### src/rtl/fm_demodulation.sv
// Zero-crossing FM demodulator: times rising crossings of the carrier and turns each
// accepted period into an offset frequency through a 15-step restoring divider.
module fm_demodulation #(
  parameter int CLK_HZ    = 10000,
  parameter int F_CENTER2 = 200,
  parameter int HYST      = 8,
  parameter int PMIN      = 40,
  parameter int PMAX      = 250
) (
  input  logic              clk,
  input  logic              reset,
  input  logic signed [7:0] cos_in,
  output logic signed [7:0] demod_out,
  output logic              demod_valid,
  output logic              locked,
  output logic              period_err
);

  localparam logic [1:0] S_IDLE    = 2'd0;
  localparam logic [1:0] S_MEASURE = 2'd1;
  localparam logic [1:0] S_DIVIDE  = 2'd2;
  localparam logic [1:0] S_OUTPUT  = 2'd3;

  localparam logic [14:0]        DIVIDEND = 15'(2 * CLK_HZ);
  localparam logic signed [7:0]  NEG_HYST = 8'(-HYST);
  localparam logic [7:0]         PMIN_C   = 8'(PMIN);
  localparam logic [7:0]         PMAX_C   = 8'(PMAX);
  localparam logic signed [15:0] CENTER_C = 16'(F_CENTER2);

  function automatic logic signed [7:0] sat8(input logic signed [15:0] v);
    if (v > 16'sd127) begin
      sat8 = 8'sd127;
    end else if (v < -16'sd128) begin
      sat8 = -8'sd128;
    end else begin
      sat8 = v[7:0];
    end
  endfunction

  logic [1:0]         state_r;
  logic signed [7:0]  cos_q_r;
  logic               armed_r;
  logic [7:0]         cnt_r;
  logic [7:0]         div_r;
  logic [7:0]         rem_r;
  logic [14:0]        quo_r;
  logic [3:0]         bit_cnt_r;

  logic               event_s;
  logic               in_range_s;
  logic [8:0]         trial_s;
  logic [8:0]         rem_diff_s;
  logic               fits_s;
  logic [7:0]         rem_next_s;
  logic signed [15:0] diff_s;

  // Crossing event, period range test, one divider step and the centred quotient.
  always_comb begin
    event_s    = armed_r && (cos_q_r >= 8'sd0);
    in_range_s = (cnt_r >= PMIN_C) && (cnt_r <= PMAX_C);
    trial_s    = {rem_r, quo_r[14]};
    rem_diff_s = trial_s - {1'b0, div_r};
    fits_s     = (trial_s >= {1'b0, div_r});
    if (fits_s) begin
      rem_next_s = rem_diff_s[7:0];
    end else begin
      rem_next_s = trial_s[7:0];
    end
    diff_s = $signed({1'b0, quo_r}) - CENTER_C;
  end

  // Input register, crossing detector, period counter, FSM, divider and outputs.
  always_ff @(posedge clk or posedge reset) begin
    if (reset) begin
      state_r     <= S_IDLE;
      cos_q_r     <= 8'sd0;
      armed_r     <= 1'b0;
      cnt_r       <= 8'd0;
      div_r       <= 8'd0;
      rem_r       <= 8'd0;
      quo_r       <= 15'd0;
      bit_cnt_r   <= 4'd0;
      demod_out   <= 8'sd0;
      demod_valid <= 1'b0;
      locked      <= 1'b0;
      period_err  <= 1'b0;
    end else begin
      cos_q_r     <= cos_in;
      demod_valid <= 1'b0;
      period_err  <= 1'b0;

      // One rising crossing per negative excursion below the hysteresis level.
      if (event_s) begin
        armed_r <= 1'b0;
      end else if (cos_q_r < NEG_HYST) begin
        armed_r <= 1'b1;
      end else begin
        armed_r <= armed_r;
      end

      if (event_s) begin
        cnt_r <= 8'd1;
      end else if (cnt_r != 8'd255) begin
        cnt_r <= cnt_r + 8'd1;
      end else begin
        cnt_r <= cnt_r;
      end

      case (state_r)
        S_IDLE: begin
          if (event_s) begin
            state_r <= S_MEASURE;
          end
        end
        S_MEASURE: begin
          if (event_s) begin
            if (in_range_s) begin
              div_r     <= cnt_r;
              rem_r     <= 8'd0;
              quo_r     <= DIVIDEND;
              bit_cnt_r <= 4'd0;
              state_r   <= S_DIVIDE;
            end else begin
              period_err <= 1'b1;
              locked     <= 1'b0;
            end
          end else if (cnt_r == 8'd255) begin
            period_err <= 1'b1;
            locked     <= 1'b0;
            state_r    <= S_IDLE;
          end
        end
        S_DIVIDE: begin
          rem_r     <= rem_next_s;
          quo_r     <= {quo_r[13:0], fits_s};
          bit_cnt_r <= bit_cnt_r + 4'd1;
          if (bit_cnt_r == 4'd14) begin
            state_r <= S_OUTPUT;
          end
          if (event_s && !in_range_s) begin
            period_err <= 1'b1;
            locked     <= 1'b0;
          end
        end
        S_OUTPUT: begin
          demod_out   <= sat8(diff_s);
          demod_valid <= 1'b1;
          locked      <= 1'b1;
          state_r     <= S_MEASURE;
          // An event this soon after the last one is always too short.
          if (event_s && !in_range_s) begin
            period_err <= 1'b1;
            locked     <= 1'b0;
          end
        end
        default: begin
          state_r <= S_IDLE;
        end
      endcase
    end
  end

endmodule

### config.mk
export PLATFORM = sky130hd
export DESIGN_NAME = fm_demodulation
export DESIGN_NICKNAME = d
export VERILOG_FILES = /design/src/rtl/fm_demodulation.sv
export SDC_FILE = /design/constraint.sdc
export NUM_CORES = 1
export LEC_CHECK = 0
export BUFFER_PORTS_ARGS = -buffer_cell sky130_fd_sc_hd__buf_2
export CAP_MARGIN = 20
export CORE_ASPECT_RATIO = 1.75
export CORE_MARGIN = 4
export CORE_UTILIZATION = 30
export CTS_BUF_LIST = sky130_fd_sc_hd__clkbuf_4 sky130_fd_sc_hd__clkbuf_8
export DETAILED_ROUTE_END_ITERATION = 12
export PLACE_DENSITY_LB_ADDON = 0.12
export SETUP_SLACK_MARGIN = 0.05
export SLEW_MARGIN = 20
export SYNTH_ARGS = -nofsm -noshare
export SYNTH_HDL_FRONTEND = slang
export SYNTH_SLANG_ARGS = --single-unit
### constraint.sdc
create_clock -name clk -period 2.38 [get_ports clk]
set_input_delay 0.119 -clock clk [delete_from_list [all_inputs] [get_ports clk]]
set_output_delay 0.119 -clock clk [all_outputs]
set_load 0.05 [all_outputs]
# Word-level counts from Yosys, hierarchy flattened
# Index checks and enable logic that the tools add are counted.
[totals]
input_bits = 10
register_bits = 65
output_inout_bits = 11
elab_cells = 85
[op_classes]
eq_ne = 14
add_sub_neg = 4
n_mux = 34
reduce_logical = 14
order_cmp = 7
[ops]
columns = ["operator", "n"]
rows = [
  ["8-bit two-way mux", 7],
  ["15-bit two-way mux", 2],
  ["15-bit case mux with 2 select lines", 1],
  ["16-bit by 8-bit greater-than comparator with 1-bit output, second input constant", 1],
  ["16-bit by 8-bit < comparator with 1-bit output, second input constant", 1],
  ["8-bit case mux with 2 select lines", 1],
  ["15-bit by 8-bit subtractor with 16-bit output, second input constant", 1],
  ["1-bit two-way mux", 12],
  ["2-bit two-way mux", 5],
  ["2-bit inequality test, second input constant", 5],
  ["9-bit by 8-bit >= comparator with 1-bit output", 1],
  ["3-bit inequality test, second input constant", 3],
  ["8-bit by 1-bit adder with 8-bit output, second input constant", 1],
  ["8-bit equality test, second input constant", 1],
  ["8-bit by 1-bit >= comparator with 1-bit output, second input constant", 1],
  ["8-bit by 6-bit >= comparator with 1-bit output, second input constant", 1],
  ["8-bit less-or-equal comparator, second input constant", 1],
  ["8-bit by 4-bit < comparator with 1-bit output, second input constant", 1],
  ["4-bit two-way mux", 2],
  ["8-bit inequality test, second input constant", 1],
  ["2-bit case mux with 4 select lines", 1],
  ["4-bit case mux with 2 select lines", 1],
  ["4-bit AND reduction", 2],
  ["8-bit subtractor", 1],
  ["13 further kinds", 19],
]

# Longest topological paths before layout
[depth]
depth_word = 6
mapped_depth = 8
ltp_nobuf = 8

# Least setup slack after synthesis
# No wires, ideal clock.
[synth_path]
kind = "reg-to-reg"
from = "register div_r[1]"
to = "register rem_r[0]"
setup_ns = 0.138
n_path_buf = 0
t_required_ns = 2.242
synth_period_minus_slack_ns = 2.191
stages_incl_launch_ff = 9
setup_slack_ns = 0.189
arrival_ns = 2.054
path_cell_list = "dfrtp_1 -> inv_1 -> ha_1 -> nor2b_1 -> o31ai_1 -> a21oi_1 -> a31oi_1 -> nand2b_1 -> o221ai_1"
[synth_between]
elab_chain_cells = 3
[synth_lines]
columns = ["item", "line_no", "rtl"]
rows = [
  ["start: declaration", "44", "logic [7:0] div_r;"],
  ["start signal: assignment", "118", "div_r <= cnt_r;"],
  ["9-bit by 8-bit >= comparator with 1-bit output", "63", "fits_s = (trial_s >= {1'b0, div_r});"],
  ["8-bit two-way mux", "64", "if (fits_s) begin"],
  ["8-bit case mux with 2 select lines", "109", "case (state_r)"],
  ["end signal: assignment", "134", "rem_r <= rem_next_s;"],
  ["end: declaration", "45", "logic [7:0] rem_r;"],
]
# No other way between the ends.
# A chain may end at the register's enable or synchronous reset.

# Worst setup path in the final report
[layout_path]
from = "register quo_r[4]"
to = "register demod_out[6]"
[layout_between]
elab_chain_cells = 4
word_cells_on_any_way = 5
classes_between = "add/sub (1); order compare (2); mux (2)"
[layout_lines]
columns = ["item", "line_no", "rtl"]
rows = [
  ["start: declaration", "46", "logic [14:0] quo_r;"],
  ["start signal: assignment", "135", "quo_r <= {quo_r[13:0], fits_s};"],
  ["15-bit by 8-bit subtractor with 16-bit output (*)", "69", "diff_s = $signed({1'b0, quo_r}) - CENTER_C;"],
  ["16-bit by 8-bit < comparator with 1-bit output", "33", "end else if (v < -16'sd128) begin"],
  ["8-bit two-way mux", "33", ""],
  ["8-bit two-way mux (*)", "31", "if (v > 16'sd127) begin"],
  ["end signal: assignment", "146", "demod_out <= sat8(diff_s);"],
  ["end: declaration", "13", "output logic signed [7:0] demod_out,"],
]
# Every way passes the cells marked *; elsewhere a longest branch is shown, timed or not.

==> flow_summary_export.csv <==
group,metric,value,unit
cts,cts_setup_buffers,0,
cells_and_area,stdcell_area,0.00394,mm2
cts,cts_max_level,3,
floorplanning,die_h,148,um
detailed_routing,via_per_inst,5.08,
sta,rsz0062_at_grt,"no",
synthesis,synth_top_area_cell,"dfrtp_1",
global_routing,grt_antenna_before_repair,0,
detailed_routing,ant_nets,0,
sta,min_period,2.18,ns
detailed_routing,first_pass_iters,4,
power,pwr-share-comb,42.5,%
worst_setup_path,crit_type,"reg2reg",
worst_setup_path,endpoint_kind,"flop",
synthesis,synth.net_count,385,
sta,finalMaxSlewViolations,0,
sta,setup_viol,0,
worst_setup_path,required,2.67,ns
cells_and_area,drive_gt1_share,17.3,%
detailed_routing,m1WireLength,3220,um
sta,finClkSkew,0.00784,ns
synthesis,ys_seq_area_share,46.1,%
sta,hold_violations,0,
synthesis,synth_top_flop_cell,"dfrtp_1",
power,netSwitchingFraction,40.7,%
cts,root_buffer,"clkbuf_8",
run_status,status,"finished, final reports clean",
sta,layout_setup_ws,0.204,ns
worst_setup_path,cp-start-kind,"flop",
power,sequentialPowerShare,36.3,%
floorplanning,die_w,88.0,um
worst_setup_path,rr_worst_depth,8,
global_routing,track_usage,13.7,%
cts,numCtsBuffers,9,
sta,tightest_slew,0.464,ns
floorplanning,rows,50,
detailed_routing,wl_met2,4480,um
worst_setup_path,arrival,2.46,ns
synthesis,yosys_warnings,0,
detailed_routing,route.detailed.drc,0,
cells_and_area,nNetsFinal,424,
worst_setup_path,r2r_slack,0.20,ns
floorplanning,coreArea,0.0108,mm2
global_routing,grt_pass1_vias,2857,
detailed_routing,top_layer_used,"met4",
placement,dp.cells,508,
cells_and_area,diodes,0,
synthesis,synth_cells,356,
floorplanning,start_util,31.1,%
synthesis,avgSynthCellArea,9.45,um2
synthesis,syn_area,0.00336,mm2
floorplanning,io_pins,21,
floorplanning,dieArea,0.0130,mm2
cts,clk_latency,0.36,ns
power,vdd_ir_drop_max,0.000467,V
synthesis,synth_most_common_cell,"dfrtp_1",
global_routing,grt.overflow.total,0,
detailed_routing,met3WireLength,172,um
sta,fmax,460,MHz
detailed_routing,vias,2688,
cts,clock_path_buffers,2,
power,power_density,999,mW/mm2
global_routing,grt_pass1_wl,13900,um
global_routing,grt_start_max_net_pins,63,
cts,cts.sinks,62,
power,clkPwrFrac,21.1,%
synthesis,synthArstFlopShare,100,%
synthesis,synth_common_cells,"dfrtp_1 (62), nand2_1 (35), inv_1 (24), o21ai_0 (24), nor2_1 (23)",
placement,place_ws,0.139,ns
detailed_routing,routed_wirelength,8070,um
sta,fin_tns_setup,0,ns
placement,dp_hpwl,5870,um
cts,clkTransAtPathRegs,0.07,ns
placement,postPlaceCellArea,0.00369,mm2
detailed_routing,routedWlPerCell,15.3,um
power,intPower,2.34,mW
sta,finalCritPeriodShare,91.4,%
placement,portBuffers,17,
synthesis,synth-edff-count,0,
synthesis,ys_ff_latch,62,
worst_setup_path,crit_path_max_fanout,4,
min_path,hold_class,"in2async",
synthesis,ys_top_cells_by_area,"dfrtp_1 (46%), ha_1 (6.7%), nand2_1 (3.9%)",
synthesis,synth_top_area_share,46.1,%
placement,gp_congestion,0.778,
cells_and_area,fill_cells,1118,
detailed_routing,first_iter_violations,88,
cells_and_area,area_delta_synth_final,17.2,%
power,leakage,1.74,nW
worst_setup_path,r2r_start,"quo_r[4]$_DFFE_PP0P_",
job,max_cap_violations,0,
power,p_sw,1.60,mW
sta,max_slew_margin,68.6,%
synthesis,synth_cell_type_count,58,
cts,cts_tree,"done",
cells_and_area,instances_no_fill,529,
worst_setup_path,r2r_end,"demod_out[6]$_DFFE_PP0P_",
layout by cell type, fill, tap and decap left out, types with 3 or more instances in the layout:
master         instances
nand4_1                4
o21ai_1               17
o21a_1                 3
a31oi_1               10
clkbuf_8               9
nor2_1                23
nor2b_1                4
inv_2                  3
ha_1                  18
a211oi_1               3
nand2_1               35
inv_1                 23
nand2b_1               6
a32oi_1                4
a21o_1                 4
and3_1                 4
dlygate4sd3_1          6
dfrtp_1               62
nand3_1               18
a21oi_1                8
clkbuf_4               4
nor3_1                 8
o22ai_1                3
o21ai_0               24
and2_1                 4
buf_2                 17
xnor2_1                9
buf_4                 18
xor2_1                 4
power groups by stage:
| stage | registers [mW] | logic, mW | clock network, mW |
|---|---|---|---|
| 4_1_cts | 1.43 | 1.65 | 0.863 |
| 6_report | 1.43 | 1.68 | 0.832 |
| 3_5_place_dp | 1.45 | 1.64 | 0 |
| 3_3_place_gp | 1.45 | 1.63 | 0 |
| 2_1_floorplan | 1.54 | 1.07 | 0 |
| 5_1_grt | 1.47 | 1.86 | 0.905 |
how the worst max path moves through the flow:
stage / startpoint / slack (ns) / to / cells past startpoint
2_1_floorplan: div_r[1]$_DFFE_PP0P_ / 0.19 / rem_r[0]$_DFFE_PP0P_ / 8
3_3_place_gp: div_r[1]$_DFFE_PP0P_ / 0.19 / rem_r[0]$_DFFE_PP0P_ / 8
3_5_place_dp: div_r[1]$_DFFE_PP0P_ / 0.14 / rem_r[1]$_DFFE_PP0P_ / 8
4_1_cts: div_r[1]$_DFFE_PP0P_ / 0.14 / rem_r[1]$_DFFE_PP0P_ / 8
5_1_grt: div_r[1]$_DFFE_PP0P_ / 0.05 / rem_r[1]$_DFFE_PP0P_ / 9
6_report: quo_r[4]$_DFFE_PP0P_ / 0.20 / demod_out[6]$_DFFE_PP0P_ / 8
metal layers:
metal / GRT usage [%] / vias up
met1: 14.9 / 1318
met5: 0 / -
met4: 7.26 / 0
met3: 2.33 / 13
met2: 24.6 / 21
li1: - / 1336
timing repair:
item | 4_1_cts | 5_1_grt
setup endpoints to repair | 0 | 26
hold buffers | 6 | 0
hold endpoints to repair | 67 | 0
resized for setup | 0 | 7
worst max-delay path: stages (launching register included):
cell and delay [ns]:
dfrtp_1 0.41, inv_1 0.09, ha_1 0.23, nor2b_1 0.15
or3_1 0.32, and2_1 0.19, or3_1 0.37, a31oi_1 0.17
a21boi_1 0.17
cells by family (layout without fill, tap and decap cells):
group / after synthesis / count (layout) / share of synthesized area, %
buf+inv: 41 / 84 / 5.32
fa+ha+maj: 19 / 19 / 7.29
xor+xnor: 13 / 13 / 3.39
mux: 2 / 2 / 0.632
flops: 62 / 62 / 46.1
compound gates: 97 / 97 / 18.5
simple gates: 122 / 122 / 18.7
sequential cells by signal, summed over array words and instances (netlist names):
signal and flops:
armed_r 1, div_r 8, demod_out 8, quo_r 15, demod_valid 1, cnt_r 8
locked 1, rem_r 8, state_r 2, cos_q_r 5, bit_cnt_r 4, period_err 1
area by class of cell:
cell class | count | area, um2 | share of cell area, %
clock buffers | 13 | 154 | 3.90
clock inverters | 2 | 10.0 | 0.254
inverters | 26 | 97.6 | 2.48
multi-input cells | 253 | 1660 | 42.0
flip-flops and latches | 62 | 1550 | 39.4
well taps | 130 | 163 | 4.13
repair buffers | 43 | 312 | 7.90
per-stage QoR:
| step | hold slack [ns] | utilization [%] | total power, mW |
|---|---|---|---|
| final | 0.367 | 36.4 | 3.94 |
| after global routing | 0.405 | 36.4 | 4.24 |
| after CTS | 0.385 | 36.2 | 3.95 |
| after detailed placement | 0.220 | 34.1 | 3.08 |
| after global placement | 0.219 | 34.1 | 3.08 |
| after floorplan | 0.150 | - | 2.61 |
No activity file was read; power rests on OpenSTA's default activity.
